[src/rtl/uranus_pkg.sv]
// Shared airlock types: state encoding, counter width and 7-segment letters.
package uranus_pkg;

    localparam int unsigned StateW = 3;
    localparam int unsigned CountW = 4;
    localparam int unsigned DispW  = 7;

    typedef enum logic [StateW-1:0] {
        IDLE       = 3'd0,
        DEPART_T   = 3'd1,
        WAIT_PRESS = 3'd2,
        PRESS_T    = 3'd3,
        WAIT_EVAC  = 3'd4,
        EVAC_T     = 3'd5,
        WAIT_LEAVE = 3'd6
    } uranusState_e;

    // Active-low segments, bit order gfedcba
    localparam logic [DispW-1:0] dispBlank = 7'b1111111;
    localparam logic [DispW-1:0] dispD     = 7'b0100001;
    localparam logic [DispW-1:0] dispP     = 7'b0001100;
    localparam logic [DispW-1:0] dispE     = 7'b0000110;

endpackage

[src/rtl/second_timer.sv]
// Counts one-second ticks inside a timing state; clear wins over counting.
module second_timer
    import uranus_pkg::*;
(
    input  logic              clock,
    input  logic              clear,
    input  logic              hold,
    input  logic              tick,
    output logic [CountW-1:0] count
);

    // Clear on state entry/reset, otherwise advance on unheld ticks
    always_ff @(posedge clock) begin
        if (clear) begin
            count <= '0;
        end else if (tick && !hold) begin
            count <= count + CountW'(1);
        end
    end

endmodule

[src/rtl/leaving_uranus.sv]
// Airlock sequencer for a ship departing the station: depart, pressurize, evacuate, leave.
module leaving_uranus
    import uranus_pkg::*;
#(
    parameter int unsigned DEPART_SEC = 5,
    parameter int unsigned PRESS_SEC  = 8,
    parameter int unsigned EVAC_SEC   = 7
) (
    input  logic             clock,
    input  logic             rst,
    input  logic             tick,
    input  logic             departing,
    input  logic             pressurize,
    input  logic             evac,
    input  logic             innerPort,
    input  logic             outerPort,
    output logic             canIn,
    output logic             canOut,
    output logic [DispW-1:0] display,
    output logic             busy
);

    // Count value reached just before the final tick of each timing state
    localparam logic [CountW-1:0] departLast = CountW'(DEPART_SEC - 1);
    localparam logic [CountW-1:0] pressLast  = CountW'(PRESS_SEC - 1);
    localparam logic [CountW-1:0] evacLast   = CountW'(EVAC_SEC - 1);

    uranusState_e      state;
    uranusState_e      stateNext;
    logic [CountW-1:0] count;
    logic              timingHold;
    logic              tickLive;
    logic              timerClear;
    logic              portsClosed;

    assign portsClosed = !innerPort && !outerPort;
    // An open door freezes pressurize/evacuate timing until both close
    assign timingHold  = ((state == PRESS_T) || (state == EVAC_T)) && !portsClosed;
    assign tickLive    = tick && !timingHold;
    // Every state change restarts the count, so an entry-edge tick is dropped
    assign timerClear  = rst || (stateNext != state);

    second_timer uTimer (
        .clock (clock),
        .clear (timerClear),
        .hold  (timingHold),
        .tick  (tick),
        .count (count)
    );

    // State register
    always_ff @(posedge clock) begin
        if (rst) begin
            state <= IDLE;
        end else begin
            state <= stateNext;
        end
    end

    // Next-state and Moore output decode
    always_comb begin
        stateNext = state;
        canIn     = 1'b0;
        canOut    = 1'b0;
        display   = dispBlank;
        busy      = 1'b1;
        case (state)
            IDLE: begin
                busy = 1'b0;
                if (departing) stateNext = DEPART_T;
            end
            DEPART_T: begin
                display = dispD;
                if (tickLive && (count == departLast)) stateNext = WAIT_PRESS;
            end
            WAIT_PRESS: begin
                if (pressurize && portsClosed) stateNext = PRESS_T;
            end
            PRESS_T: begin
                display = dispP;
                if (tickLive && (count == pressLast)) stateNext = WAIT_EVAC;
            end
            WAIT_EVAC: begin
                canIn = 1'b1;
                if (evac && portsClosed) stateNext = EVAC_T;
            end
            EVAC_T: begin
                display = dispE;
                if (tickLive && (count == evacLast)) stateNext = WAIT_LEAVE;
            end
            WAIT_LEAVE: begin
                canOut = 1'b1;
                if (!departing) stateNext = IDLE;
            end
            default: begin
                busy      = 1'b0;
                stateNext = IDLE;
            end
        endcase
    end

endmodule

[config.mk]
export PLATFORM = sky130hd
export DESIGN_NAME = leaving_uranus
export DESIGN_NICKNAME = d
export VERILOG_FILES = /design/src/rtl/uranus_pkg.sv /design/src/rtl/second_timer.sv /design/src/rtl/leaving_uranus.sv
export SDC_FILE = /design/constraint.sdc
export NUM_CORES = 1
export LEC_CHECK = 0
export ABC_AREA = 1
export ABC_CLOCK_PERIOD_IN_PS = 2700
export CORE_MARGIN = 2
export CORE_UTILIZATION = 49
export DETAILED_ROUTE_END_ITERATION = 6
export GPL_TIMING_DRIVEN = 1
export PLACE_DENSITY = 0.81
export SLEW_MARGIN = 20
export SYNTH_ARGS = -nofsm -noshare
export SYNTH_HDL_FRONTEND = slang
export SYNTH_SLANG_ARGS = --single-unit
[constraint.sdc]
create_clock -name clock -period 2.7 [get_ports clock]
set_input_delay 0.675 -clock clock [delete_from_list [all_inputs] [get_ports clock]]
set_output_delay 0.675 -clock clock [all_outputs]
set_load 0.03 [all_outputs]
==> results by group, run 1 <==
Critical path
  – Crit-path slowest cell: clkdlybuf4s50_1
  – Required time of the critical path: 2.03 ns
  – Critical Path Stages: 4
  – Max stage delay on crit path: 0.60 ns
  – Worst R2R Path Depth: 8
  – Arrival time worst endpoint: 1.84 ns
  – Worst R2R Setup Slack: 1.30 ns
  – Crit Path Class: flip-flop to primary output
  – Crit path launch type: flip-flop
  – Crit path buffers/inverters: 1
  – Worst r2r dst: state[0]
  – Critical R2R Launch: uTimer.count[1]
  – Critical path launch point: state[0]
  – CP top delay family: buffers and inverters
  – Worst setup path endpoint: display[1]
  – Worst-path cell chain: nand2_1 > nor2_1 > o21ai_0 > clkdlybuf4s50_1
  – Crit Path Max Fanout: 8
  – CP endpoint kind: primary output

Pwr
  – IR drop worst, VDD: 0.282 mV
  – Pwr dens: 331 nW/µm²
  – Total power: 0.278 mW
  – Leak Pwr: 0.428 nW

Synth
  – Synth area leader: dfxtp_1
  – Post-synth net total: 117
  – Most instantiated cells after synthesis: 26 x nand2_1, 18 x inv_1, 16 x nor2_1
  – Post-synth top flop: dfxtp_1
  – Yosys top cell area share: 21.5%
  – Number of synthesized flops with an enable pin: 0
  – Unique cell type count in the Yosys netlist: 20
  – Syn Area/Cell: 6.15 µm²
  – Leading post-synthesis cells by cell area: dfxtp_1 21%, nand2_1 15%, inv_1 10%
  – Yosys reg bits: 7
  – Asr flop ratio synth: 0%
  – Most common cell in the netlist: nand2_1
  – Fraction of the yosys area taken by sequential cells: 21.5%
  – Cells after Synth: 106
  – Synthesized area: 652 µm²
  – Synth warn: 0

Global routing
  – Met1 Use GR: 25.2%
  – Initial antenna violation count: 0
  – Global Route met2 Usage: 34.9%
  – Gr busiest metal: met2
  – First-pass GRT wire length: 2.23 mm
  – Largest net degree at the start of global routing: 11
  – Met3 Use GR: 3.33%
  – GRT overflow: 0
  – Number of global-route vias before repair: 545
  – Tot GR Track Use: 21.5%

Route
  – Number of DRC markers in iteration 0: 15
  – Residual DRC count: 0
  – Vias post-DR: 674
  – Final wirelength: 1.46 mm
  – Drt first pass iters: 5
  – Antenna Nets Post-Route: 0
  – Drt wl/cell: 10.6 µm
  – Vias per cell: 4.88

Timing
  – Final setup skew: 0.00485 ns
  – Final WS setup: 0.185 ns
  – Worst Tran Pin Value: 0.397 ns
  – Setup TNS: 0 ns
  – Final setup vio count: 0
  – Hold slack final: 0.551 ns
  – Tmin final: 2.51 ns
  – Max-slew violations: 0
  – Max Fclk: 398 MHz
  – Final hold violations: 0
  – Relative slew slack: 73.4%
  – Period utilization: 93.1%
  – Unrepaired setup endpoints after global routing: false

Layout
  – Layout area overhead: 28.8%
  – Reg area: 140 µm²
  – Multi-input gate area: 409 µm²
  – ANT cells: 0
  – Fraction of layout cells with a size suffix above 1: 10.6%
  – Total Nets Final: 135
  – Design Area, Final: 840 µm²
  – Fillers: 129

Clock tree
  – CTS tree: yes
  – TritonCTS Buffers: 3
  – Worst-Skew Late Latency: 0.25 ns
  – Post-CTS Hold Buffers: 0
  – CTS resizes: 0
  – Htree depth: 1
  – Root Buffer: clkbuf_4
  – Clk pin slew, worst setup/hold paths: 0.05 ns
  – Clock Path Buffers: 2
  – Setup repair bufs after CTS: 0
  – # clock sinks: 7

Floorplan
  – Starting density of the core: 51.4%
  – Die Wd: 40.5 µm
  – Die Area: 1640 µm²
  – Die Ht: 40.5 µm
  – Core footprint: 1270 µm²
  – IO Count: 18
  – Rows: 13

Job
  – Max cap viols: 0

Place
  – Area post-placement: 813 µm²
  – Placer Congestion: 0.754
  – PortBufs: 17
  – Post-DP HPWL: 1.22 mm
  – Setup slack at placement: 0.453 ns

Hold path
  – Hold crit path type: flip-flop to flip-flop
  – Worst Hold Depth: 4

Run status
  – Status: complete, no violations
[kinds of logic (layout without fill, tap and decap cells)]
kind of cell	Yosys count	count (layout)	share of synthesized area [%]
AOI/OAI and AO/OA	6	6	5.95
xor gates and xnor gates	1	1	1.34
adders and majority gates	3	3	5.76
buffers and inverters	24	41	15.7
DFF	7	7	21.5
and+or+nand+nor	65	65	49.7
[worst min-delay path by stage]
| stage | to | startpoint |
|---|---|---|
| floorplan | uTimer.count[3] | uTimer.count[3] |
| global placement | uTimer.count[3] | uTimer.count[3] |
| detailed placement | uTimer.count[3] | uTimer.count[3] |
| CTS | uTimer.count[3] | uTimer.count[3] |
| global route | uTimer.count[3] | uTimer.count[3] |
| finish | uTimer.count[3] | uTimer.count[3] |
[flip-flops by register name, indices dropped and copies added, names as in the netlist]
register	flops
uTimer.count	4
state	3
[stage by stage]
| step | cells | util (%) |
|---|---|---|
| global route | 138 | 66.2 |
| global placement | 134 | 64.1 |
| floorplan | 106 | - |
| CTS | 138 | 66.2 |
| finish | 138 | 66.2 |
| detailed placement | 134 | 64.1 |
[report_power, final]
part           switching (mW)  internal [mW]
Sequential            0.00528          0.107
Clock                  0.0355         0.0562
Combinational          0.0420         0.0324
Total                  0.0828          0.195
[area by class of cell]
class / instances / area share [%]
inverters: 20 / 8.94
flip-flops and latches: 7 / 16.7
multi-input cells: 75 / 48.7
clock buffers: 4 / 3.13
well taps: 15 / 2.24
repair buffers: 17 / 20.3
[placed cells by master (no fill, tap or decap), types with 2 or more instances in the layout]
master | Yosys | final
o21ai_0 | 2 | 2
nand3_2 | 4 | 4
inv_2 | 2 | 2
ha_1 | 3 | 3
nand2_4 | 3 | 3
nor2_1 | 16 | 16
nand2_1 | 26 | 26
clkbuf_4 | 0 | 3
nand4_1 | 4 | 4
nor3_1 | 4 | 4
clkdlybuf4s50_1 | 0 | 17
inv_1 | 18 | 18
nand3_1 | 7 | 7
dfxtp_1 | 7 | 7
[metal layers]
layer,vias up,part of all wire [%]
li1,365,-
met4,0,0.82
met5,-,0
met2,17,49
met1,290,46
met3,2,3.6
[worst reg2reg max path, cell delays in order, from the launching register on]
cell and delay [ns]:
dfxtp_1 0.42, ha_1 0.22, inv_1 0.05, nor2_1 0.17, nand3_1 0.10, nand2_1 0.10, nand2_1 0.05, nor2_1 0.13
nor2_1 0.05
No activity file was read; power rests on OpenSTA's default activity.
==> run 2, diff against run 1 <==
--- a/config.mk
+++ b/config.mk
@@ -8,10 +8,9 @@
 export ABC_AREA = 1
 export ABC_CLOCK_PERIOD_IN_PS = 2700
 export CORE_MARGIN = 2
-export CORE_UTILIZATION = 49
+export CORE_UTILIZATION = 35
 export DETAILED_ROUTE_END_ITERATION = 6
 export GPL_TIMING_DRIVEN = 1
-export PLACE_DENSITY = 0.81
 export SLEW_MARGIN = 20
 export SYNTH_ARGS = -nofsm -noshare
 export SYNTH_HDL_FRONTEND = slang
==> results by group, run 2 (synthesized netlist as in run 1, its figures left out) <==
Floorplan
  – Die Ht: 47.2 µm (+17%)
  – Die Wd: 47.2 µm (+17%)
  – IO Count: 18 (unchanged)
  – Die Area: 2220 µm² (+36%)
  – Starting density of the core: 37.3% (-14 points)
  – Core footprint: 1750 µm² (+38%)
  – Rows: 15 (+2)

Layout
  – Total Nets Final: 135 (unchanged)
  – Most frequent cells in the layout: 26 x nand2_1, 18 x inv_1, 17 x clkdlybuf4s50_1, 16 x nor2_1
  – Most common cell after layout, fill and taps aside: nand2_1
  – Final Util: 48.8% (-17 points)
  – ANT cells: 0 (unchanged)
  – Layout area overhead: 30.7%
  – Fillers: 191 (+48%)
  – Multi-input gate area: 409 µm² (unchanged)
  – Reg area: 140 µm² (unchanged)
  – Design Area, Final: 852 µm² (+1.5%)
  – Top flop regs: uTimer.count (4), state (3)
  – Final non-filler cell total: 148 (+7.2%)
  – Top reg by flops: uTimer.count
  – Max reg flops: 4 (unchanged)
  – Fraction of layout cells with a size suffix above 1: 10.6% (unchanged)

Global routing
  – Initial antenna violation count: 0 (unchanged)
  – Tot GR Track Use: 14.5% (-7.0 points)
  – First-pass GRT wire length: 2.22 mm (-0.31%)
  – GRT overflow: 0 (unchanged)
  – Number of global-route vias before repair: 535 (-1.8%)
  – Largest net degree at the start of global routing: 11 (unchanged)

Place
  – Area post-placement: 826 µm² (+1.5%)
  – Post-DP HPWL: 1.17 mm (-3.7%)
  – Placer Congestion: 0.812 (+7.8%)
  – PortBufs: 17 (unchanged)
  – Setup slack at placement: 0.445 ns (-0.00777 ns)
  – Dpl cells: 144 (+7.5%)

Route
  – Residual DRC count: 0 (unchanged)
  – Vias per cell: 4.41 (-9.7%)
  – Drt first pass iters: 2 (-3)
  – Antenna Nets Post-Route: 0 (unchanged)
  – Final wirelength: 1.36 mm (-6.5%)
  – Number of DRC markers in iteration 0: 9 (-6)
  – Drt wl/cell: 9.21 µm (-13%)
  – Vias post-DR: 653 (-3.1%)

Critical path
  – Critical R2R Launch: uTimer.count[1]
  – Crit path launch type: flip-flop
  – Arrival time worst endpoint: 1.86 ns (+0.02 ns)
  – Crit Path Max Fanout: 8 (unchanged)
  – Worst R2R Setup Slack: 1.30 ns (about the same)
  – Worst r2r dst: state[0]
  – CP endpoint kind: primary output
  – Required time of the critical path: 2.03 ns (about the same)
  – Crit Path Class: flip-flop to primary output
  – Worst R2R Path Depth: 8 (unchanged)

Clock tree
  – Worst-Skew Late Latency: 0.26 ns (about the same)
  – Clock Path Buffers: 2 (unchanged)
  – Htree depth: 1 (unchanged)
  – Post-CTS Hold Buffers: 0 (unchanged)
  – # clock sinks: 7 (unchanged)
  – CTS resizes: 0 (unchanged)
  – Root Buffer: clkbuf_4
  – Clk pin slew, worst setup/hold paths: 0.05 ns (about the same)
  – Setup repair bufs after CTS: 0 (unchanged)
  – TritonCTS Buffers: 3 (unchanged)
  – CTS tree: yes

Pwr
  – Sequential share of power: 39.7% (-0.5 points)
  – IR drop worst, VDD: 0.332 mV (+18%)
  – Combinational power share: 26.2% (-0.6 points)
  – Leak Pwr: 0.428 nW (unchanged)
  – Sw Share: 30.6% (+0.82 points)
  – Total power: 0.282 mW (+1.3%)
  – Psw: 0.0861 mW (+4.1%)
  – P_int: 0.195 mW (+0.11%)
  – Clock power frac: 34.1% (+1.1 points)
  – Pwr dens: 330 nW/µm² (-0.20%)

Timing
  – Final setup skew: 0.00694 ns (+0.00209 ns)
  – Period utilization: 93.8% (+0.70 points)
  – Tmin final: 2.53 ns (+0.0189 ns)
  – Unrepaired setup endpoints after global routing: false
  – Final hold violations: 0 (unchanged)
  – Final setup vio count: 0 (unchanged)
  – Max-slew violations: 0 (unchanged)
  – Max Fclk: 395 MHz (-0.75%)
  – Setup TNS: 0 ns (unchanged)
  – Worst Tran Pin Value: 0.390 ns (-0.00731 ns)
  – Final WS setup: 0.166 ns (-0.0189 ns)
  – Hold slack final: 0.558 ns (+0.00717 ns)
  – Relative slew slack: 73.9% (+0.49 points)

Job
  – Max cap viols: 0 (unchanged)

Hold path
  – Worst Hold Depth: 4 (unchanged)
  – Worst Hold End: uTimer.count[3]
  – Hold path start: uTimer.count[3]
  – Hold crit path type: flip-flop to flip-flop

Run status
  – Status: complete, no violations
run 2: cell counts in the layout (fill, tap and decap cells not counted):
No cell type changed its count.
run 2: per-layer routing:
| layer | part of all wire, % | routed length (µm) | track usage [%] |
|---|---|---|---|
| met5 | 0 | 0 | 0 |
| met4 | 1.2 | 17 | 5.00 |
| met3 | 2.3 | 31 | 3.46 |
| met2 | 45 | 608 | 22.2 |
| met1 | 52 | 706 | 19.9 |
run 2: cell type report:
class                      count  area share, %
clock buffer                   4           3.08
inverter                      20           8.81
multi-input combinational     75           48.0
sequential                     7           16.4
tap                           25           3.67
timing repair buffer          17           20.0
run 2: power groups by stage:
stage | combinational [mW] | sequential, mW | clock (mW)
floorplan | 0.0495 | 0.111 | 0
global placement | 0.0744 | 0.114 | 0
detailed placement | 0.0745 | 0.114 | 0
CTS | 0.0746 | 0.112 | 0.0949
global route | 0.0811 | 0.112 | 0.107
finish | 0.0738 | 0.112 | 0.0961
run 2: worst max-delay path, cell delays in order (launching register included):
cell and delay, ns:
dfxtp_1 0.47, nand2_1 0.11, nor2_1 0.28, o21ai_0 0.14, clkdlybuf4s50_1 0.61
run 2: worst max path at each step:
stage	start	end	slack, ns	cells after the start
2_1_floorplan	state[1]	display[6]	0.47	5
4_1_cts	state[0]	display[1]	0.19	4
5_1_grt	state[0]	display[1]	0.007	4
3_5_place_dp	state[0]	display[1]	0.45	4
3_3_place_gp	state[0]	display[1]	0.48	4
6_report	state[0]	display[1]	0.17	4
==> run 3, diff against run 2 <==
--- a/config.mk
+++ b/config.mk
@@ -9,6 +9,7 @@
 export ABC_CLOCK_PERIOD_IN_PS = 2700
 export CORE_MARGIN = 2
 export CORE_UTILIZATION = 35
+export CTS_BUF_LIST = sky130_fd_sc_hd__clkbuf_4 sky130_fd_sc_hd__clkbuf_8
 export DETAILED_ROUTE_END_ITERATION = 6
 export GPL_TIMING_DRIVEN = 1
 export SLEW_MARGIN = 20
==> results by group, run 3 (synthesized netlist as in run 1, its figures left out) <==
Run status
  – Status: complete, no violations

Clock tree
  – Setup repair bufs after CTS: 0 (unchanged)
  – Root Buffer: clkbuf_4
  – Htree depth: 1 (unchanged)
  – Post-CTS Hold Buffers: 0 (unchanged)
  – Clock Path Buffers: 2 (unchanged)
  – TritonCTS Buffers: 3 (unchanged)
  – CTS resizes: 0 (unchanged)
  – # clock sinks: 7 (unchanged)
  – CTS tree: yes
  – Clk pin slew, worst setup/hold paths: 0.05 ns (about the same)
  – Worst-Skew Late Latency: 0.26 ns (about the same)

Layout
  – Fraction of layout cells with a size suffix above 1: 11.4% (+0.81 points)
  – Fillers: 191 (unchanged)
  – Layout area overhead: 31.3%
  – ANT cells: 0 (unchanged)
  – Top flop regs: uTimer.count (4), state (3)
  – Max reg flops: 4 (unchanged)
  – Top reg by flops: uTimer.count
  – Most frequent cells in the layout: 26 x nand2_1, 18 x inv_1, 17 x clkdlybuf4s50_1, 16 x nor2_1
  – Design Area, Final: 856 µm² (+0.44%)
  – Reg area: 140 µm² (unchanged)
  – Final non-filler cell total: 148 (unchanged)
  – Total Nets Final: 135 (unchanged)
  – Multi-input gate area: 409 µm² (unchanged)
  – Most common cell after layout, fill and taps aside: nand2_1
  – Final Util: 49.0% (+0.22 points)

Floorplan
  – Die Wd: 47.2 µm (unchanged)
  – IO Count: 18 (unchanged)
  – Starting density of the core: 37.3% (unchanged)
  – Die Area: 2220 µm² (unchanged)
  – Rows: 15 (unchanged)
  – Core footprint: 1750 µm² (unchanged)
  – Die Ht: 47.2 µm (unchanged)

Route
  – Drt first pass iters: 2 (unchanged)
  – Vias per cell: 4.42 (+0.15%)
  – Drt wl/cell: 9.25 µm (+0.44%)
  – Final wirelength: 1.37 mm (+0.44%)
  – Vias post-DR: 654 (+0.15%)
  – Number of DRC markers in iteration 0: 9 (unchanged)
  – Residual DRC count: 0 (unchanged)
  – Antenna Nets Post-Route: 0 (unchanged)

Global routing
  – GRT overflow: 0 (unchanged)
  – Number of global-route vias before repair: 537 (+0.37%)
  – Initial antenna violation count: 0 (unchanged)
  – Largest net degree at the start of global routing: 11 (unchanged)
  – Tot GR Track Use: 14.6% (+0.078 points)
  – First-pass GRT wire length: 2.24 mm (+0.63%)

Critical path
  – Max stage delay on crit path: 0.61 ns (about the same)
  – Critical Path Stages: 4 (unchanged)
  – CP top delay family: buffers and inverters
  – Worst r2r dst: state[0]
  – Crit Path Max Fanout: 8 (unchanged)
  – Worst R2R Setup Slack: 1.30 ns (about the same)
  – Crit path launch type: flip-flop
  – Critical R2R Launch: uTimer.count[1]
  – Worst-path cell chain: nand2_1 > nor2_1 > o21ai_0 > clkdlybuf4s50_1
  – Crit-path slowest cell: clkdlybuf4s50_1
  – Required time of the critical path: 2.03 ns (about the same)
  – CP endpoint kind: primary output
  – Worst R2R Path Depth: 8 (unchanged)
  – Crit Path Class: flip-flop to primary output
  – Crit path buffers/inverters: 1 (unchanged)
  – Arrival time worst endpoint: 1.86 ns (about the same)

Pwr
  – Leak Pwr: 0.431 nW (+0.80%)
  – Combinational power share: 25.2% (-1.0 points)
  – Sequential share of power: 38.2% (-1.5 points)
  – Clock power frac: 36.6% (+2.5 points)
  – Total power: 0.293 mW (+3.9%)
  – Pwr dens: 342 nW/µm² (+3.4%)
  – IR drop worst, VDD: 0.336 mV (+1.2%)
  – Psw: 0.0870 mW (+1.0%)
  – Sw Share: 29.7% (-0.84 points)
  – P_int: 0.205 mW (+5.1%)

Place
  – Post-DP HPWL: 1.17 mm (unchanged)
  – Dpl cells: 144 (unchanged)
  – Area post-placement: 826 µm² (unchanged)
  – Setup slack at placement: 0.445 ns (unchanged)
  – PortBufs: 17 (unchanged)
  – Placer Congestion: 0.812 (unchanged)

Timing
  – Worst Tran Pin Value: 0.390 ns (unchanged)
  – Relative slew slack: 73.9% (unchanged)
  – Hold slack final: 0.558 ns (unchanged)
  – Max-slew violations: 0 (unchanged)
  – Final setup skew: 0.00501 ns (-0.00193 ns)
  – Period utilization: 93.9% (+0.097 points)
  – Unrepaired setup endpoints after global routing: false
  – Final setup vio count: 0 (unchanged)
  – Setup TNS: 0 ns (unchanged)
  – Tmin final: 2.54 ns (+0.00263 ns)
  – Final hold violations: 0 (unchanged)
  – Final WS setup: 0.163 ns (-0.00263 ns)
  – Max Fclk: 394 MHz (-0.10%)

Hold path
  – Worst Hold Depth: 4 (unchanged)
  – Worst Hold End: uTimer.count[3]
  – Hold path start: uTimer.count[3]
  – Hold crit path type: flip-flop to flip-flop

Job
  – Max cap viols: 0 (unchanged)
## run 3: cell counts in the layout (fill, tap and decap cells not counted)
No cell type changed its count.
## run 3: worst min-delay path, cell delays in order (launching register included)
cell	delay [ns]
dfxtp_1	0.32
nand2_1	0.06
nand2_1	0.04
inv_1	0.05
nor3_1	0.04
## run 3: cell type report
type | count | area share (%)
repair buffers | 17 | 19.9
flip-flops and latches | 7 | 16.4
multi-input cells | 75 | 47.8
well taps | 25 | 3.65
clock buffers | 4 | 3.51
inverters | 20 | 8.77
## run 3: power by group through the flow
stage,Sequential [mW],Clock [mW],Combinational (mW)
6_report,0.112,0.107,0.0738
5_1_grt,0.112,0.118,0.0811
4_1_cts,0.112,0.106,0.0746
3_5_place_dp,0.114,0,0.0745
3_3_place_gp,0.114,0,0.0744
2_1_floorplan,0.111,0,0.0495
## run 3: how the worst max path moves through the flow
stage	from	end	slack, ns
floorplan	state[1]	display[6]	0.47
global placement	state[0]	display[1]	0.48
detailed placement	state[0]	display[1]	0.45
CTS	state[0]	display[1]	0.18
global route	state[0]	display[1]	0.005
finish	state[0]	display[1]	0.16
## run 3: metal layers
layer / track usage (%) / vias to the layer above / part of all wire [%]
met5: 0 / - / 0
met4: 5.00 / 0 / 1.2
met3: 3.46 / 2 / 2.1
met2: 22.5 / 9 / 45
met1: 19.9 / 281 / 52
li1: - / 362 / -
